===== src/rtl/fetch_queue.sv =====
// Instruction-fetch front end: owns the PC, reads the instruction ROM and buffers
// {pc, inst, bp} in a DEPTH-entry FIFO toward decode. Optional macro: FETCH_PREDICT_EN.
module fetch_queue #(
   parameter int              XLEN     = 32,
   parameter int              DEPTH    = 4,
   parameter logic [XLEN-1:0] RESET_PC = '0
) (
   input  logic                     clk,
   input  logic                     rst_n,
   output logic [XLEN-1:0]          pc_rom,
   output logic                     rom_req_o,
   input  logic [XLEN-1:0]          inst_rom,
   input  logic                     flush_i,
   input  logic [XLEN-1:0]          flush_pc_i,
   output logic                     id_valid_o,
   input  logic                     id_ready_i,
   output logic [XLEN-1:0]          id_pc_o,
   output logic [XLEN-1:0]          id_inst_o,
   output logic                     id_bp_o,
   output logic [$clog2(DEPTH):0]   count_o
);
   localparam int AW = $clog2(DEPTH);
   localparam int CW = AW + 1;

   logic [AW-1:0]   rd_ptr_q, rd_ptr_d, wr_ptr_q, wr_ptr_d;
   logic [CW-1:0]   count_q, count_d;
   logic [XLEN-1:0] pc_q, pc_d, next_pc;
   logic [XLEN-1:0] pc_mem_q [DEPTH];
   logic [XLEN-1:0] pc_mem_d [DEPTH];
   logic [XLEN-1:0] inst_mem_q [DEPTH];
   logic [XLEN-1:0] inst_mem_d [DEPTH];
   logic            full, empty, push, pop, bp_new;

   // Handshake: an entry transfers to decode on a rising edge where id_valid_o and
   // id_ready_i are both high; id_* hold steady while valid until that edge or a flush.
   assign full       = (count_q == CW'(DEPTH));
   assign empty      = (count_q == '0);
   assign id_valid_o = !empty;
   assign pop        = id_valid_o & id_ready_i;
   assign rom_req_o  = !flush_i & (!full | pop);
   assign push       = rom_req_o;
   assign pc_rom     = pc_q;
   assign count_o    = count_q;
   assign id_pc_o    = pc_mem_q[rd_ptr_q];
   assign id_inst_o  = inst_mem_q[rd_ptr_q];

`ifdef FETCH_PREDICT_EN
   logic [6:0]      opcode;
   logic [XLEN-1:0] j_imm, b_imm;
   logic            is_jal, is_bwd_br;
   logic [DEPTH-1:0] bp_mem_q, bp_mem_d;

   // Static backward-taken / forward-not-taken; JAL always taken, JALR never.
   always_comb begin
      opcode    = inst_rom[6:0];
      j_imm     = XLEN'($signed({inst_rom[31], inst_rom[19:12], inst_rom[20],
                                 inst_rom[30:21], 1'b0}));
      b_imm     = XLEN'($signed({inst_rom[31], inst_rom[7], inst_rom[30:25],
                                 inst_rom[11:8], 1'b0}));
      is_jal    = (opcode == 7'b1101111);
      is_bwd_br = (opcode == 7'b1100011) && inst_rom[31];
      bp_new    = is_jal | is_bwd_br;
      if (is_jal)         next_pc = pc_q + j_imm;
      else if (is_bwd_br) next_pc = pc_q + b_imm;
      else                next_pc = pc_q + XLEN'(4);
   end

   always_comb begin
      bp_mem_d = bp_mem_q;
      if (push) bp_mem_d[wr_ptr_q] = bp_new;
   end

   always_ff @(posedge clk or negedge rst_n) begin
      if (!rst_n) bp_mem_q <= '0;
      else        bp_mem_q <= bp_mem_d;
   end

   assign id_bp_o = bp_mem_q[rd_ptr_q];
`else
   assign bp_new  = 1'b0;
   assign next_pc = pc_q + XLEN'(4);
   assign id_bp_o = 1'b0;
`endif

   always_comb begin
      rd_ptr_d   = rd_ptr_q;
      wr_ptr_d   = wr_ptr_q;
      count_d    = count_q;
      pc_d       = pc_q;
      pc_mem_d   = pc_mem_q;
      inst_mem_d = inst_mem_q;
      if (flush_i) begin
         rd_ptr_d = '0;
         wr_ptr_d = '0;
         count_d  = '0;
         pc_d     = flush_pc_i;
      end else begin
         if (push) begin
            pc_mem_d[wr_ptr_q]   = pc_q;
            inst_mem_d[wr_ptr_q] = inst_rom;
            wr_ptr_d             = wr_ptr_q + AW'(1);
            pc_d                 = next_pc;
         end
         if (pop) rd_ptr_d = rd_ptr_q + AW'(1);
         if (push && !pop)      count_d = count_q + CW'(1);
         else if (pop && !push) count_d = count_q - CW'(1);
      end
   end

   always_ff @(posedge clk or negedge rst_n) begin
      if (!rst_n) begin
         rd_ptr_q   <= '0;
         wr_ptr_q   <= '0;
         count_q    <= '0;
         pc_q       <= RESET_PC;
         pc_mem_q   <= '{default: '0};
         inst_mem_q <= '{default: '0};
      end else begin
         rd_ptr_q   <= rd_ptr_d;
         wr_ptr_q   <= wr_ptr_d;
         count_q    <= count_d;
         pc_q       <= pc_d;
         pc_mem_q   <= pc_mem_d;
         inst_mem_q <= inst_mem_d;
      end
   end
endmodule


===== config.mk =====
export PLATFORM = sky130hd
export DESIGN_NAME = fetch_queue
export DESIGN_NICKNAME = d
export VERILOG_FILES = /design/src/rtl/fetch_queue.sv
export SDC_FILE = /design/constraint.sdc
export NUM_CORES = 1
export LEC_CHECK = 0
export CORE_MARGIN = 2
export CORE_UTILIZATION = 56
export CTS_CLUSTER_SIZE = 40
export DETAILED_ROUTE_END_ITERATION = 8
export PLACE_DENSITY = 0.83
export RECOVER_POWER = 25
export REMOVE_ABC_BUFFERS = 1
export SETUP_SLACK_MARGIN = 0.05
export SLEW_MARGIN = 40
export SYNTH_ARGS = -nofsm -noshare
export SYNTH_HDL_FRONTEND = slang
export SYNTH_SLANG_ARGS = --single-unit

===== constraint.sdc =====
create_clock -name clk -period 3.05 [get_ports clk]
set_input_delay 0.4575 -clock clk [delete_from_list [all_inputs] [get_ports clk]]
set_output_delay 0.4575 -clock clk [all_outputs]
set_load 0.01 [all_outputs]

After elaboration in Yosys (flattened, before gate mapping). Cells that the tools add are included.

Order comparisons: 3. Multiplexer cells: 19. $add $sub $neg: 5. Equal/unequal tests: 1. Reduce and logical (&&, ||, !) cells: 13. Bitwise logic cells: 6.

Operators with widths (number): $bwmux W128 (2); $mux W32 (7); $bmux W32 S2 (2); $demux W32 S2 (1); $add A32 B3 Y32 const B (1); $mux W3 (3); $mux W2 (4); $ge A3 B3 Y1 const B (2); $not A2 Y3 (2); $logic_not A1 Y1 (5); $add A2 B1 Y2 const B (2); $reduce_bool A2 Y1 (2); $add A3 B1 Y3 const B (1); $eq A3 B3 Y1 const B (1); $logic_and A1 B1 Y1 (3); $logic_not A3 Y1 (1); $lt A3 B1 Y1 const B (1); $reduce_bool A3 Y1 (1); $sub A3 B1 Y3 const B (1); $and A1 B1 Y1 (2); $reduce_and A2 Y1 (1); $not A1 Y1 (1); $or A1 B1 Y1 (1).

Output and inout port bits: 102. Input port bits: 68. Logic and storage cells: 59. Bits in registers: 295.

Longest topological paths before layout. Gate-level depths: netlist (run 1).

Depth after elaboration: 10. Mapped depth: 8. Depth with buffers taken out: 6.

Least setup slack after synthesis (run 1). OpenSTA, ideal clock, no wires.

Path kind: register to register. Start: reg count_q[1], in the netlist count_o[1]. End: reg count_q[2], in the netlist count_o[2]. Data arrival time: 2184 ps. Stages on the path, launching flop included: 8. Clock period less this slack: 2315 ps. Setup time: 132 ps. Buffers on the path: 1. Required time: 2918 ps. Setup slack: 735 ps. Cells stage by stage: dfrtp_1 -> nor4b_4 -> clkbuf_1 -> nor3_1 -> fa_1 -> nor3_1 -> xnor2_1 -> nor2_1.

Longest elaborated chain between the ends: 8. Elaborated cells between the ends (all ways): 17. Those cells by class: 2 x add/sub; 1 x eq/ne; 3 x mux; 3 x bitwise; 8 x reduce/logical.

RTL lines: start, declared (RTL line 26) `logic [CW-1:0] count_q, count_d;`; start signal, assigned (RTL line 121) `count_q <= count_d;`; $logic_not A3 Y1 (RTL line 37) `assign empty = (count_q == '0);`; $logic_not A1 Y1 (RTL line 38) `assign id_valid_o = !empty;`; $and A1 B1 Y1 (RTL line 39) `assign pop = id_valid_o & id_ready_i;`; $or A1 B1 Y1 (RTL line 40) `assign rom_req_o = !flush_i & (!full | pop);`; $and A1 B1 Y1 (RTL line 40); $logic_and A1 B1 Y1 or $logic_not A1 Y1 (tied branches) (RTL line 105, 106); $mux W3 or $logic_and A1 B1 Y1 (tied branches) (RTL line 105, 106); $mux W3 or $reduce_bool A3 Y1 (tied branches).

Parallel ways exist; a longest one is shown, timed or not. The select of a mux whose other input is x is not followed. A chain may end at the register's enable or synchronous reset.

Worst setup path after layout (run 1).
Start: reg rd_ptr_q[1]. End: out id_pc_o[12].

Longest elaborated chain between the ends: 4.

RTL lines: start, declared (RTL line 25) `logic [AW-1:0] rd_ptr_q, rd_ptr_d, wr_ptr_q, wr_ptr_d;`; start signal, assigned (RTL line 119) `rd_ptr_q <= rd_ptr_d;`; $not A2 Y3 (not written as such) (RTL line 44) `assign id_pc_o = pc_mem_q[rd_ptr_q];`; $bmux W32 S2 (RTL line 44); $mux W32 (not written as such) (2 in series) (RTL line 44); end, declared (RTL line 17) `output logic [XLEN-1:0] id_pc_o,`.

Every way passes these cells. The select of a mux whose other input is x is not followed.

==> impl_metrics.yaml, run 1 <==
sta:
  drv_slew: 70
  finClkSkew_ps: 7.78
  grt_setup_unrepaired: "false"
  max_freq_ghz: 0.348
  finalHoldViolCount: 0
  worst-slew-pin-transition_ps: 1840
  finalSetupViolations: 0
  fin_crit_sh_pct: 94.2
  fin_crit_ps: 2870
  max-slew-margin-rel_pct: -22.5
logic_synthesis:
  ys.flop_type: "dfrtp_1"
  yosys_warnings: 0
  synth.yosys.seq_area_share_pct: 55.4
  synth_cell_types: 48
  postSynthCellCount: 886
  synthTopCellsByArea: "dfrtp_1 55%, mux2_2 22%, mux4_2 11%, buf_2 1.2%, nand3_1 0.75%"
  async_flop_share_pct: 100
  syn_area_um2: 13300
  syn_avg_cell_area_um2: 15.0
  ys_seq_elements: 295
  synthTopCellsByCount: "295 x dfrtp_1, 259 x mux2_2, 64 x mux4_2, 32 x buf_2, 25 x clkbuf_1"
  netlist.area_leader.share_pct: 55.4
  synth_area_leader_cell: "dfrtp_1"
  synth_edf_count: 0
  yosysMostFrequentCell: "dfrtp_1"
placed_design:
  detailed_place_hpwl_um: 18300
  placed_cells: 1328
  portBuffers: 168
  routabilityCongestion: 0.773
layout:
  seq_area_um2: 7390
  drive_gt1_share_pct: 38.1
  final_nets: 1120
  areaGrowthSynthToFinish_pct: 24.0
  nFillCells: 1570
  multi_input_area_um2: 5620
  final_cell_count_no_fill: 1390
floorplan:
  core_area_um2: 23400
  die_w_um: 158
  die_h_um: 158
  initial_core_util_pct: 56.9
  ioPinCount: 170
  rows: 56
  dieArea_um2: 25000
route:
  wl_um: 29000
  wl_per_cell_um: 20.9
  vias: 8115
  drt_iter0_drc: 479
  drc_errors: 0
  dr.pass1.iters: 4
  vias_per_cell: 5.84
  ant_nets: 0
cts:
  cts_buffers: 30
  clkSinkCount: 295
  clock_latency_ps: 550
  cts_tree: "yes"
  cts_buffer_depth: 3
  path_clk_slew_ps: 60
  root_buffer: "clkbuf_16"
  htree_levels: 1
  cts_resized: 0
worst_setup_path:
  cpMaxStageDelayCell: "dfrtp_4"
  path_max_fanout: 33
  crit_chain: "buf_12, mux4_2, clkdlybuf4s50_1"
  reg2reg_depth: 6
  worstReg2RegEnd: "pc_rom[24]$_DFFE_PN0N_"
  crit_arrival_ps: 2410
  cp-start-kind: "flop"
  worstReg2RegStart: "pc_rom[2]$_DFFE_PN0N_"
  cp-end-kind: "primary output"
  required_ps: 2590
  r2r_slack_ps: 640
  worstSetupPathType: "flop to primary output"
  slowest_delay_ps: 670
global_route:
  grt_antenna_before_repair: 5
  grt_max_degree: 88
  gr-total-overflow: 0
  grt_usage_pct: 23.9
  grt_pass1_wl_um: 46200
  grt_pass1_vias: 8588
min_path:
  min_to: "pc_rom[14]$_DFFE_PN0N_"
  hold_path.class: "input port to flop"
  hold_depth: 3
  hp-start: "flush_pc_i[14]"
outcome:
  outcome: "finished with violations"
  violations: "capacitance limit, slew limit"
pwr:
  peakVddDrop_uv: 684
  p_total_mw: 16.8
  power.density_nw_per_um2: 1020
  p_leak_nw: 6.61
job:
  cap_violations: 1
area by class of cell:
class                      instances  share of cell area (%)
tap                              319                    2.42
timing repair buffer             194                    12.3
antenna                            2                  0.0303
sequential                       295                    44.8
inverter                           8                   0.182
clock buffer                      46                    5.52
multi-input combinational        517                    34.0
clock inverter                     9                   0.758
critical path, delay by kind of cell, from the launching register on:
kind / cells / cell delay, ps
buffers and inverters: 2 / 840
muxes: 1 / 350
DFF: 1 / 670
worst max-delay path by stage:
| stage | from | to | depth (start not counted) |
|---|---|---|---|
| 6_report | rd_ptr_q[1]$_DFFE_PN0P_ | id_pc_o[12] | 3 |
| 5_1_grt | count_o[1]$_DFFE_PN0P_ | rom_req_o | 3 |
| 4_1_cts | rd_ptr_q[1]$_DFFE_PN0P_ | id_pc_o[17] | 3 |
| 3_5_place_dp | id_ready_i | pc_rom[27]$_DFFE_PN0N_ | 5 |
| 3_3_place_gp | id_ready_i | pc_rom[27]$_DFFE_PN0N_ | 5 |
| 2_1_floorplan | rd_ptr_q[0]$_DFFE_PN0P_ | id_inst_o[0] | 1 |
layer usage:
| layer | GRT usage [%] | routed length [µm] |
|---|---|---|
| met5 | 0 | 40 |
| met3 | 6.02 | 1890 |
| met1 | 31.8 | 12200 |
| met4 | 5.62 | 520 |
| met2 | 39.9 | 14400 |
report_power, final:
group / total (mW) / internal [mW] / leakage [nW] / switching [mW]
clock: 3.79 / 2.30 / 0.506 / 1.49
combinational: 6.30 / 4.08 / 2.58 / 2.22
sequential: 6.74 / 5.70 / 3.52 / 1.04
total: 16.8 / 12.1 / 6.61 / 4.75
registers in the layout (all words and copies together) (netlist names):
signal / flops
pc_rom: 32
wr_ptr_q: 2
count_o: 3
rd_ptr_q: 2
pc_mem_q: 128
inst_mem_q: 128
per-stage QoR:
step / hold slack [ps] / instance area (µm²) / setup slack [ps] / utilization, % / setup TNS (ps)
after floorplan: 162 / 13000 / -695 / - / -44610
after global placement: 477 / 15400 / 443 / 66.0 / 0
after detailed placement: 465 / 15400 / 389 / 66.0 / 0
after CTS: 369 / 16500 / 140 / 70.6 / 0
after global routing: 465 / 16500 / 79.1 / 70.5 / 0
final: 464 / 16500 / 178 / 70.6 / 0
cell families after synthesis:
family | Yosys count | synth area share, %
AOI/OAI and AO/OA | 48 | 2.44
xor gates and xnor gates | 14 | 0.921
adders and majority gates | 6 | 0.620
buffers and inverters | 74 | 2.43
DFF | 295 | 55.4
muxes | 325 | 32.9
other | 1 | 0.0282
and+or+nand+nor | 123 | 5.25
timing repair:
item / CTS / global route
setup buffers: 4 / 0
hold buffers: 1 / 0
setup endpoints to repair: 53 / 0
hold endpoints to repair: 68 / 0
cell usage in the layout (no fill, tap or decap), types with 5 or more instances in the layout:
cell type and n:
nor3_1 6, nand2_1 24, clkdlybuf4s50_1 166, clkbuf_8 8, mux2_2 259, clkbuf_16 31, o21ai_0 16, buf_12 13
nor2b_1 9, dfrtp_1 293, nand4_1 6, o211ai_1 6, clkbuf_1 8, buf_4 11, xnor2_1 11, mux4_2 64
ha_1 5, inv_1 7, or4_1 10, nor2_1 19, nand3_1 20, a22oi_1 5
Note: power is estimated with default switching activity, not from simulation.
==> inputs of run 2 (changes only) <==
--- a/config.mk
+++ b/config.mk
@@ -6,10 +6,11 @@
 export NUM_CORES = 1
 export LEC_CHECK = 0
 export CORE_MARGIN = 2
-export CORE_UTILIZATION = 56
+export CORE_UTILIZATION = 35
 export CTS_CLUSTER_SIZE = 40
 export DETAILED_ROUTE_END_ITERATION = 8
-export PLACE_DENSITY = 0.83
+export GPL_TIMING_DRIVEN = 0
+export PLACE_DENSITY = 0.57
 export RECOVER_POWER = 25
 export REMOVE_ABC_BUFFERS = 1
 export SETUP_SLACK_MARGIN = 0.05
==> impl_metrics.yaml, run 2 (synthesis results as in run 1) <==
outcome:
  outcome: "finished with violations"
  violations: "capacitance limit, slew limit"
cts:
  root_buffer: "clkbuf_16"
  clock_latency_ps: 530
  path_clk_slew_ps: 60
  cts_tree: "yes"
  clkSinkCount: 295
  cts_buffers: 36
  htree_levels: 2
  cts_buffer_depth: 3
placed_design:
  dpl_worst_slack_ps: -5.91
  routabilityCongestion: 0.690
  placed_cells: 1518
  place_area_um2: 15800
  portBuffers: 168
  detailed_place_hpwl_um: 20800
layout:
  final_cell_count_no_fill: 1598
  areaGrowthSynthToFinish_pct: 28.6
  final_nets: 1139
  drive_gt1_share_pct: 39.1
  fin_area_um2: 17100
  most-common-layout-cells: "293 x dfrtp_1, 259 x mux2_2, 166 x clkdlybuf4s50_1"
  final_common_cell: "dfrtp_1"
min_path:
  hold_path.class: "input port to flop"
  hold_depth: 2
sta:
  fin_crit_sh_pct: 93.5
  drv_slew: 63
  finalHoldViolCount: 0
  finalSetupViolations: 0
  finClkSkew_ps: 14.0
  grt_setup_unrepaired: "false"
  max-slew-margin-rel_pct: -15.0
  fin_crit_ps: 2850
  max_freq_ghz: 0.351
  worst-slew-pin-transition_ps: 1730
  hold_ws_ps: 312
  setup_slack_ps: 198
worst_setup_path:
  required_ps: 2590
  cpMaxStageDelayCell: "clkdlybuf4s50_1"
  cp-end-kind: "primary output"
  path_max_fanout: 18
  crit_chain: "buf_12, clkbuf_16, mux4_2, clkdlybuf4s50_1"
  cp-start-kind: "flop"
  slowest_delay_ps: 520
  worstSetupPathType: "flop to primary output"
  reg2reg_depth: 5
  crit_arrival_ps: 2390
route:
  wl_per_cell_um: 20.2
  ant_nets: 0
  drc_errors: 0
  dr.pass1.iters: 4
  wl_um: 32200
  vias_per_cell: 5.05
  drt_iter0_drc: 235
  vias: 8074
global_route:
  grt_pass1_vias: 8530
  grt_antenna_before_repair: 2
  grt_pass1_wl_um: 50000
  grt_usage_pct: 16.6
  gr-total-overflow: 0
  grt_max_degree: 71
floorplan:
  die_h_um: 199
  initial_core_util_pct: 35.4
  ioPinCount: 170
  dieArea_um2: 39600
  die_w_um: 199
  rows: 71
  core_area_um2: 37600
pwr:
  p_leak_nw: 6.79
  peakVddDrop_uv: 420
  p_total_mw: 17.4
  power.density_nw_per_um2: 1020
job:
  cap_violations: 1
-- run 2: cell count changes in the layout (fill, tap and decap cells not counted), sizes merged --
cell / change
buf: +14
clkbuf: +5
clkinv: -1
clkinvlp: -2
-- run 2: timing repair --
| item | in CTS | in global routing |
|---|---|---|
| endpoints found under the setup margin | 41 | 20 |
| resized for setup | 1 | 0 |
| cloned | 0 | 1 |
| endpoints found under the hold margin | 62 | 0 |
| hold buffers | 1 | 0 |
| buffers inserted | 2 | 16 |
| pin swaps | 0 | 0 |
-- run 2: power breakdown --
part	internal (mW)	total [mW]	switching (mW)
logic	4.26	6.56	2.31
clock network	2.63	4.23	1.60
registers	5.70	6.65	0.954
total	12.6	17.4	4.86
-- run 2: worst max-delay path, delay by kind of cell (launching register included) --
| family | cells | cell delay [ps] |
|---|---|---|
| buffers and inverters | 3 | 920 |
| multiplexers | 1 | 500 |
| flip-flops | 1 | 430 |
-- run 2: final cells by class --
cell class	instances	area, µm²
Fill cell	3394	20500
Sequential cell	295	7390
Multi-Input combinational cell	517	5640
Timing Repair Buffer	207	2260
Clock buffer	52	1050
Tap cell	511	639
Clock inverter	6	109
Inverter	8	30.0
Antenna cell	2	5.00
-- run 2: stage by stage --
| stage | TNS [ps] | utilization [%] |
|---|---|---|
| after global placement | -4649560 | 40.8 |
| final | 0 | 45.6 |
| after CTS | 0 | 45.2 |
| after floorplan | -44610 | - |
| after detailed placement | -5.91 | 42.0 |
| after global routing | 0 | 45.6 |
-- run 2: final timing paths --
check,startpoint,end,slack [ps]
max,rd_ptr_q[0]$_DFFE_PN0P_,id_pc_o[29],200
min,flush_i,wr_ptr_q[0]$_DFFE_PN0N_,310
max reg2reg,pc_rom[3]$_DFFE_PN0N_,pc_rom[24]$_DFFE_PN0N_,410
min reg2reg,pc_mem_q[39]$_DFFE_PN0P_,pc_mem_q[39]$_DFFE_PN0P_,500
max in group asynchronous,rst_n,inst_mem_q[22]$_DFFE_PN0P_,690
min in group asynchronous,rst_n,inst_mem_q[100]$_DFFE_PN0P_,940
-- run 2: per-layer routing --
layer	part of all wire, %	track usage (%)	up-vias	wire (µm)
met2	47	26.2	161	15100
met1	45	22.3	4202	14500
met5	0.037	0	-	12
met3	6.2	4.59	43	2000
met4	1.9	5.14	2	598
li1	-	-	3666	-
==> RTL edit: new RTL, config.mk and constraints of run 2 <==
Register the output `count_o` once more, without a reset; this adds one clock of latency there. The other outputs are not delayed to match.
--- a/src/rtl/fetch_queue.sv
+++ b/src/rtl/fetch_queue.sv
@@ -40,7 +40,9 @@
    assign rom_req_o  = !flush_i & (!full | pop);
    assign push       = rom_req_o;
    assign pc_rom     = pc_q;
-   assign count_o    = count_q;
+   always_ff @(posedge clk) begin
+      count_o <= count_q;
+   end
    assign id_pc_o    = pc_mem_q[rd_ptr_q];
    assign id_inst_o  = inst_mem_q[rd_ptr_q];
 
Function: changed (Yosys sat finds a counterexample within 4 cycles, from zero or initial values and one cycle with rst_n low).
==> RTL edit against run 2 <==
Sequential cell count increased by 3. Fmax decreased by 1.7%. Worst setup slack got worse by 49 ps. Wire length increased by 7.4%. Synthesized area increased by 10%. Total power increased by 4.1%. Sequential share of layout area decreased by 1.9 points. Non-clock buffer count decreased by 9. Design area increased by 5.4%. Register-to-register slack got worse by 120 ps. Hold slack got worse by 62 ps. Largest cell class unchanged.
==> RTL edit: results (changes against run 2) <==
metric,value,unit,change
status,finished clean,,
critPathSlowestCell,mux4_2,,
instances_no_fill,1623,,+1.6%
synth_fa_ha_area_share,0.563,%,-0.057 points
grt_pass1_wl,55.3,mm,+11%
placed_cell_area,16800,um2,+6.5%
critPathMaxFanout,23,,+5
syn_avg_cell_area,16.5,um2,+9.6%
synthTopCellsByCount,"295 x dfrtp_1, 240 x mux2_4, 64 x mux4_2",,
synth_compound_area_share,2.61,%,+0.17 points
worstMarginPinSlew,1290,ps,-438 ps
yosys-top-cells-area,"dfrtp_1 50%, mux2_4 25%, mux4_2 9.8%, buf_12 3.8%, mux2_2 1.5%",,
grt_pass1_vias,9006,,+5.6%
drtIter0Drc,442,,+88%
grt_max_degree,73,,+2.8%
grt_use_total,16.3,%,-0.36 points
yosysSeqAreaShare,50.7,%,-4.7 points
antenna_found_initial,3,,+1
viasPerCell,5.04,,-0.19%
muxShareOfSynthArea,35.9,%,+3.0 points
gp_congestion,0.693,,+0.36%
synthDistinctLibCells,42,,-13%
async_reset_ff_share,99.0,%,-1.0 points
hpwlAfterDp,21.6,mm,+3.8%
place_inst,1552,,+2.2%
clock_skew,17.2,ps,+3.25 ps
synth-xor-area-share,0.597,%,-0.32 points
seqPwrFrac,37.5,%,-0.6 points
cts_resized,4,,+3
ir_worst_vdd,0.377,mV,-10%
cts_buffers,37,,+2.8%
routedWlPerCell,21.3,um,+5.8%
drive_gt1_share,38.3,%,-0.76 points
arrival,2440,ps,+50 ps
-- RTL edit: layer usage --
layer  vias to the layer above  GRT usage, %  routed length (um)
li1                       3652             -                   -
met5                         -             0                  34
met3                        46          3.62                1730
met2                       157          24.3               15500
met4                         4          4.80                 680
met1                      4326          23.7               16700
-- RTL edit: worst paths after layout --
| kind | from | to | slack (ps) | cells after the start |
|---|---|---|---|---|
| max in group asynchronous | rst_n | rd_ptr_q[0] | 570 | 4 |
| min | flush_i | count_q[0] | 250 | 2 |
| min in group asynchronous | rst_n | inst_mem_q[93] | 730 | 2 |
| min reg2reg | count_q[2] | count_o[2] | 430 | 0 |
| max reg2reg | count_q[1] | inst_mem_q[111] | 290 | 5 |
| max | rd_ptr_q[0] | id_inst_o[1] | 150 | 4 |
-- RTL edit: final cells by class --
| class | count | area [um2] |
|---|---|---|
| diodes | 1 | 2.50 |
| clock buffers | 55 | 1080 |
| clock inverters | 8 | 115 |
| fillers | 3745 | 23600 |
| inverters | 8 | 32.5 |
| multi-input cells | 516 | 6480 |
| flip-flops and latches | 298 | 7450 |
| well taps | 539 | 674 |
| repair buffers | 198 | 2220 |
-- RTL edit: stage by stage --
| stage | power, mW | hold slack, ps | setup WS [ps] | TNS [ps] |
|---|---|---|---|---|
| 6_report | 18.2 | 249 | 148 | 0 |
| 5_1_grt | 19.2 | 256 | 51.7 | 0 |
| 4_1_cts | 18.4 | 221 | 47.9 | 0 |
| 3_5_place_dp | 13.8 | 302 | -320 | -16460 |
| 3_3_place_gp | 13.7 | 418 | -11760 | -4246940 |
| 2_1_floorplan | 11.1 | 162 | -695 | -44610 |
